--- config.mk ---
export PLATFORM = sky130hd
export DESIGN_NAME = hs32_wb_arbiter
export DESIGN_NICKNAME = d
export VERILOG_FILES = /design/src/rtl/hs32_wb_pkg.sv /design/src/rtl/hs32_wb_fifo.sv /design/src/rtl/hs32_wb_arbiter.sv
export SDC_FILE = /design/constraint.sdc
export NUM_CORES = 1
export LEC_CHECK = 0
export ABC_CLOCK_PERIOD_IN_PS = 3800
export CAP_MARGIN = 5
export CORE_MARGIN = 5
export CORE_UTILIZATION = 49
export DETAILED_ROUTE_END_ITERATION = 6
export PLACE_DENSITY = 0.82
export SLEW_MARGIN = 15
export SYNTH_ARGS = -nofsm -noshare
export SYNTH_HDL_FRONTEND = slang
export SYNTH_SLANG_ARGS = --single-unit
--- constraint.sdc ---
create_clock -name clk -period 3.8 [get_ports clk]
set_input_delay 0.76 -clock clk [delete_from_list [all_inputs] [get_ports clk]]
set_output_delay 0.76 -clock clk [all_outputs]
set_load 0.01 [all_outputs]
--- src/rtl/hs32_wb_pkg.sv ---
// hs32 writeback arbiter shared types.
// Request bundle, grant source and write-enable decode.
package hs32_wb_pkg;

    typedef struct packed {
        logic [3:0]  addr;
        logic        bank;
        logic        hi_only;
        logic [31:0] data;
    } wb_req_t;

    typedef struct packed {
        logic we1;
        logic we2;
        logic wel;
        logic bad;
    } wp_en_t;

    typedef enum logic [1:0] {
        GNT_NONE = 2'd0,
        GNT_EX   = 2'd1,
        GNT_LSU  = 2'd2
    } grant_t;

    // Widest starvation counter the block is ever built with.
    localparam int STARVE_CNT_W_MAX = 8;

    // Counter width able to hold 0..limit.
    function automatic int starve_cnt_w(input int limit);
        return $clog2(limit + 1);
    endfunction

    // Bank 1 only has 8 entries, so addr[3]=1 there has no target.
    function automatic wp_en_t to_wp(input wb_req_t req);
        wp_en_t en;
        en.bad = req.bank & req.addr[3];
        en.we1 = ~en.bad & ~req.bank;
        en.we2 = ~en.bad & req.bank;
        en.wel = ~en.bad & ~req.hi_only;
        return en;
    endfunction

endpackage

--- src/rtl/hs32_wb_fifo.sv ---
// hs32 writeback LSU buffer.
// Pointer FIFO of writeback requests, power-of-2 depth.
module hs32_wb_fifo
    import hs32_wb_pkg::*;
#(
    parameter int DEPTH = 2
) (
    input  logic                       clk,
    input  logic                       reset,
    input  logic                       i_push,
    input  wb_req_t                    i_data,
    input  logic                       i_pop,
    output wb_req_t                    o_head,
    output logic [$clog2(DEPTH):0]     o_count,
    output logic                       o_full,
    output logic                       o_empty
);

    localparam int AW = $clog2(DEPTH);
    localparam int CW = AW + 1;

    wb_req_t         r_mem [DEPTH];
    logic [AW-1:0]   r_wptr;
    logic [AW-1:0]   r_rptr;
    logic [CW-1:0]   r_count;
    logic            w_push;
    logic            w_pop;

    assign o_full  = (r_count == CW'(DEPTH));
    assign o_empty = (r_count == '0);
    assign o_count = r_count;
    assign o_head  = r_mem[r_rptr];
    assign w_push  = i_push & ~o_full;
    assign w_pop   = i_pop & ~o_empty;

    // Storage write; contents need no reset, pointers gate visibility.
    always_ff @(posedge clk) begin
        if (w_push) begin
            r_mem[r_wptr] <= i_data;
        end
    end

    // Pointers wrap naturally at the power-of-2 depth.
    always_ff @(posedge clk) begin
        if (reset) begin
            r_wptr  <= '0;
            r_rptr  <= '0;
            r_count <= '0;
        end else begin
            if (w_push) begin
                r_wptr <= r_wptr + 1'b1;
            end
            if (w_pop) begin
                r_rptr <= r_rptr + 1'b1;
            end
            if (w_push && !w_pop) begin
                r_count <= r_count + CW'(1);
            end else if (w_pop && !w_push) begin
                r_count <= r_count - CW'(1);
            end
        end
    end

endmodule

--- src/rtl/hs32_wb_arbiter.sv ---
// hs32 register-file writeback arbiter.
// EX has priority; buffered LSU results win when starved.
module hs32_wb_arbiter
    import hs32_wb_pkg::*;
#(
    parameter int FIFO_DEPTH   = 2,
    parameter int STARVE_LIMIT = 4
) (
    input  logic                        clk,
    input  logic                        reset,
    input  logic                        ex_valid_i,
    output logic                        ex_ready_o,
    input  logic [3:0]                  ex_addr_i,
    input  logic                        ex_bank_i,
    input  logic                        ex_hi_only_i,
    input  logic [31:0]                 ex_data_i,
    input  logic                        lsu_valid_i,
    output logic                        lsu_ready_o,
    input  logic [3:0]                  lsu_addr_i,
    input  logic                        lsu_bank_i,
    input  logic                        lsu_hi_only_i,
    input  logic [31:0]                 lsu_data_i,
    output logic [3:0]                  wp1_addr_o,
    output logic [31:0]                 wp1_data_o,
    output logic                        wp1_we1_o,
    output logic                        wp1_we2_o,
    output logic                        wp1_wel_o,
    output logic [$clog2(FIFO_DEPTH):0] lsu_count_o,
    output logic                        bad_bank_o,
    output logic                        idle_o
);

    localparam int SW = starve_cnt_w(STARVE_LIMIT);
    localparam logic [SW-1:0] LIMIT = SW'(STARVE_LIMIT);

    wb_req_t        w_ex_req;
    wb_req_t        w_lsu_req;
    wb_req_t        w_head;
    wb_req_t        w_sel;
    wp_en_t         w_en;
    grant_t         w_grant;
    logic           w_full;
    logic           w_empty;
    logic           w_push;
    logic           w_pop;
    logic           w_starve;

    logic [SW-1:0]  r_starve_cnt;
    logic [3:0]     r_addr;
    logic [31:0]    r_data;
    logic           r_we1;
    logic           r_we2;
    logic           r_wel;
    logic           r_bad;

    assign w_ex_req  = '{addr: ex_addr_i, bank: ex_bank_i,
                         hi_only: ex_hi_only_i, data: ex_data_i};
    assign w_lsu_req = '{addr: lsu_addr_i, bank: lsu_bank_i,
                         hi_only: lsu_hi_only_i, data: lsu_data_i};

    assign w_starve    = (r_starve_cnt == LIMIT);
    assign ex_ready_o  = ~w_starve;
    assign lsu_ready_o = ~w_full;
    assign w_push      = lsu_valid_i & lsu_ready_o;
    assign w_pop       = (w_grant == GNT_LSU);

    hs32_wb_fifo #(
        .DEPTH   (FIFO_DEPTH)
    ) u_fifo (
        .clk     (clk),
        .reset   (reset),
        .i_push  (w_push),
        .i_data  (w_lsu_req),
        .i_pop   (w_pop),
        .o_head  (w_head),
        .o_count (lsu_count_o),
        .o_full  (w_full),
        .o_empty (w_empty)
    );

    // Pick the single writer for this cycle.
    always_comb begin
        w_grant = GNT_NONE;
        if (ex_valid_i && !w_starve) begin
            w_grant = GNT_EX;
        end else if (!w_empty) begin
            w_grant = GNT_LSU;
        end
    end

    // Route the granted request and decode its enables.
    always_comb begin
        w_sel = w_ex_req;
        unique case (w_grant)
            GNT_LSU: w_sel = w_head;
            default: w_sel = w_ex_req;
        endcase
        w_en = to_wp(w_sel);
    end

    // Count EX wins while LSU data waits; any LSU drain restarts it.
    always_ff @(posedge clk) begin
        if (reset) begin
            r_starve_cnt <= '0;
        end else if (w_pop || w_empty) begin
            r_starve_cnt <= '0;
        end else if (w_grant == GNT_EX && !w_starve) begin
            r_starve_cnt <= r_starve_cnt + SW'(1);
        end
    end

    // Register the granted write; addr/data hold when idle.
    always_ff @(posedge clk) begin
        if (reset) begin
            r_addr <= '0;
            r_data <= '0;
            r_we1  <= 1'b0;
            r_we2  <= 1'b0;
            r_wel  <= 1'b0;
            r_bad  <= 1'b0;
        end else begin
            r_we1 <= 1'b0;
            r_we2 <= 1'b0;
            r_wel <= 1'b0;
            r_bad <= 1'b0;
            if (w_grant != GNT_NONE) begin
                r_addr <= w_sel.addr;
                r_data <= w_sel.data;
                r_we1  <= w_en.we1;
                r_we2  <= w_en.we2;
                r_wel  <= w_en.wel;
                r_bad  <= w_en.bad;
            end
        end
    end

    assign wp1_addr_o = r_addr;
    assign wp1_data_o = r_data;
    assign wp1_we1_o  = r_we1;
    assign wp1_we2_o  = r_we2;
    assign wp1_wel_o  = r_wel;
    assign bad_bank_o = r_bad;
    assign idle_o     = w_empty & ~r_we1 & ~r_we2;

endmodule

==> impl_metrics.tcl <==
set metrics [dict create \
    status "finished, final reports clean" \
    nNetsFinal 587 \
    cts_setup_buffers 0 \
    yosysWarnings 0 \
    dr.pass1.iters 4 \
    h-tree-depth 4 \
    start_util_pct 49.7 \
    cts_hold_buf 0 \
    r2r_start "r_starve_cnt[0]" \
    cts.clk_slew.worst_paths_ns 0.05 \
    row_count 37 \
    critical-path-top-delay-family "buffers and inverters" \
    grt_pass1_vias 3546 \
    ys_seq_area_share_pct 63.8 \
    cp_cell_sequence "or2_4, nor3_1, clkdlybuf4s50_1" \
    vias 3365 \
    critPathBufInv 1 \
    hp-class "flop to flop" \
    cts_root_buf "clkbuf_8" \
    cts_tree "done" \
    period_share_pct 68.7 \
    power_mw 4.83 \
    drive_gt1_share_pct 20.7 \
    syn_inst 381 \
    die-area_um2 12500 \
    dp.cells 621 \
    cts_buffer_depth 2 \
    cp.required_ns 3.04 \
    synth_most_common_cell "edfxtp_1" \
    hold_violations 0 \
    grt_start_max_net_pins 74 \
    skew_ns 0.00813 \
    netlist_top_cells_area "edfxtp_1 45%, dfxtp_1 19%, mux2i_1 7.3%, o211ai_2 6.4%, nand2_1 4.9%" \
    synth_fp_nets 464 \
    cpPeakStageDelay_ns 0.58 \
    worstHoldStart "r_starve_cnt[0]" \
    path_depth 3 \
    place_ws_ns 1.14 \
    cts_sinks 124 \
    maxCapViolCount 0 \
    hold-worst-slack_ns 0.475 \
    fmax_mhz 383 \
    ys.flop_type "edfxtp_1" \
    grt_pass1_wl_um 17500 \
    synth_seq_cells 124 \
    cts_resized 0 \
    rsz0062_at_grt "false" \
    antennaDiodeCount 0 \
    slew_headroom_pct 25.4 \
    setup_ws_ns 1.19 \
    gp_congestion 0.753 \
    synth.top_cell.area_share_pct 44.9 \
    grt_antenna_before_repair 0 \
    p_per_area_nw_per_um2 690 \
    syn_area_um2 5080 \
    synth_common_cells "76 x edfxtp_1, 66 x nand2_1, 48 x dfxtp_1" \
    synth_async_sr_flop_share_pct 0 \
    overflow 0 \
    synth_edf_count 76 \
    avgSynthCellArea_um2 13.3 \
    end_kind "primary output" \
    setup_viol 0 \
    drc 0 \
    maxSlewViolCount 0 \
    cp-start-kind "flop" \
    fin_setup_tns_ns 0 \
    worstSetupPathType "flop to primary output" \
    min_period_ns 2.61 \
    area_delta_synth_final_pct 37.8 \
    peakVddDrop_uv 395 \
    cts_buffers 17 \
    wl_um 10900 \
    port_buffers 124 \
    cp_max_fo 6 \
    grt_util_all_layers_pct 17.7 \
    io_pins 125 \
    clk_latency_ns 0.50 \
    synth_cell_type_count 35 \
    yosysTopAreaCell "edfxtp_1" \
    whs_path_depth 1 \
    power_leakage_nw 2.43 \
    wl_per_cell_um 16.7 \
    rr_worst_depth 6 \
    critPathArrivalTime_ns 1.85 \
    worstMarginPinSlew_ns 1.12 \
    crit_path_top_delay_cell "clkdlybuf4s50_1" \
    cp-startpoint "u_fifo.o_count[1]" \
    hpwlAfterDp_um 7280 \
    drt_iter0_markers 149 \
    final_cells 653 \
    die_w_um 112 \
    die_y_um 112 \
    ant_nets 0 \
    core_area_um2 10200 \
    routed_via_density 5.15 \
]
-- per-layer routing --
layer  global-route usage [%]  share of wire (%)  up-vias
met2                     30.5                 52      110
met3                     5.87                6.7       14
met5                        0                  0        -
met4                     6.57                1.2        0
met1                     20.6                 40     1606
li1                         -                  -     1635
-- cells in the final DEF, fill, tap and decap left out, types with 2 or more instances in the layout --
cell             netlist  routed
clkdlybuf4s50_1        0     123
edfxtp_1              76      76
nand2_1               66      66
dfxtp_1               48      47
mux2i_1               37      37
o211ai_2              26      26
a21oi_2               26      26
clkbuf_16              0      17
a21oi_1               13      13
o211ai_1              10      10
nand2_2               10      10
nor2_1                 9       8
inv_1                  6       6
buf_4                  4       6
bufinv_16              0       4
xor2_1                 3       3
nor4_1                 3       3
o21ai_0                3       3
ha_1                   3       3
clkinvlp_4             0       3
nand2b_1               2       2
xnor2_1                2       2
clkbuf_8               0       2
inv_6                  0       2
clkinv_4               0       2
-- sequential cells by signal, summed over array words and instances (netlist names), named ones only --
register,flops
wp1_data_o,32
bad_bank_o,1
wp1_we2_o,1
u_fifo.r_wptr,1
wp1_we1_o,1
wp1_addr_o,4
wp1_wel_o,1
u_fifo.o_count,2
u_fifo.r_mem,76
u_fifo.r_rptr,1
r_starve_cnt,3
-- power breakdown --
part | internal (mW) | switching [mW]
Clock | 1.12 | 0.573
Combinational | 0.591 | 0.683
Sequential | 1.69 | 0.173
Total | 3.40 | 1.43
-- per-stage QoR --
stage | instance area (um^2) | utilization [%]
after floorplan | 5080 | -
after global placement | 6360 | 62.2
after detailed placement | 6360 | 62.2
after CTS | 7000 | 68.5
after global routing | 7000 | 68.5
final | 7000 | 68.5
-- final timing paths --
kind,endpoint,slack [ns]
setup / recovery,idle_o,1.19
hold / removal,r_starve_cnt[0],0.47
setup reg to reg,wp1_data_o[4],1.81
hold reg to reg,r_starve_cnt[0],0.47
-- logic make-up (layout without fill, tap and decap cells) --
| family | after synthesis | count (layout) | synth area share [%] |
|---|---|---|---|
| flops | 124 | 124 | 63.8 |
| fa+ha+maj | 3 | 3 | 0.739 |
| mux | 37 | 37 | 7.29 |
| xor+xnor | 5 | 5 | 0.862 |
| buf+inv | 32 | 168 | 4.16 |
| compound gates | 84 | 84 | 15.0 |
| simple gates | 96 | 96 | 8.17 |
-- layout make-up --
type,instances,area [um^2]
Timing Repair Buffer,130,1280
Clock buffer,19,453
Tap cell,136,170
Multi-Input combinational cell,225,1650
Inverter,6,22.5
Sequential cell,124,3240
Clock inverter,13,186
Fill cell,735,3230
Power figures use the tool's default switching activity.
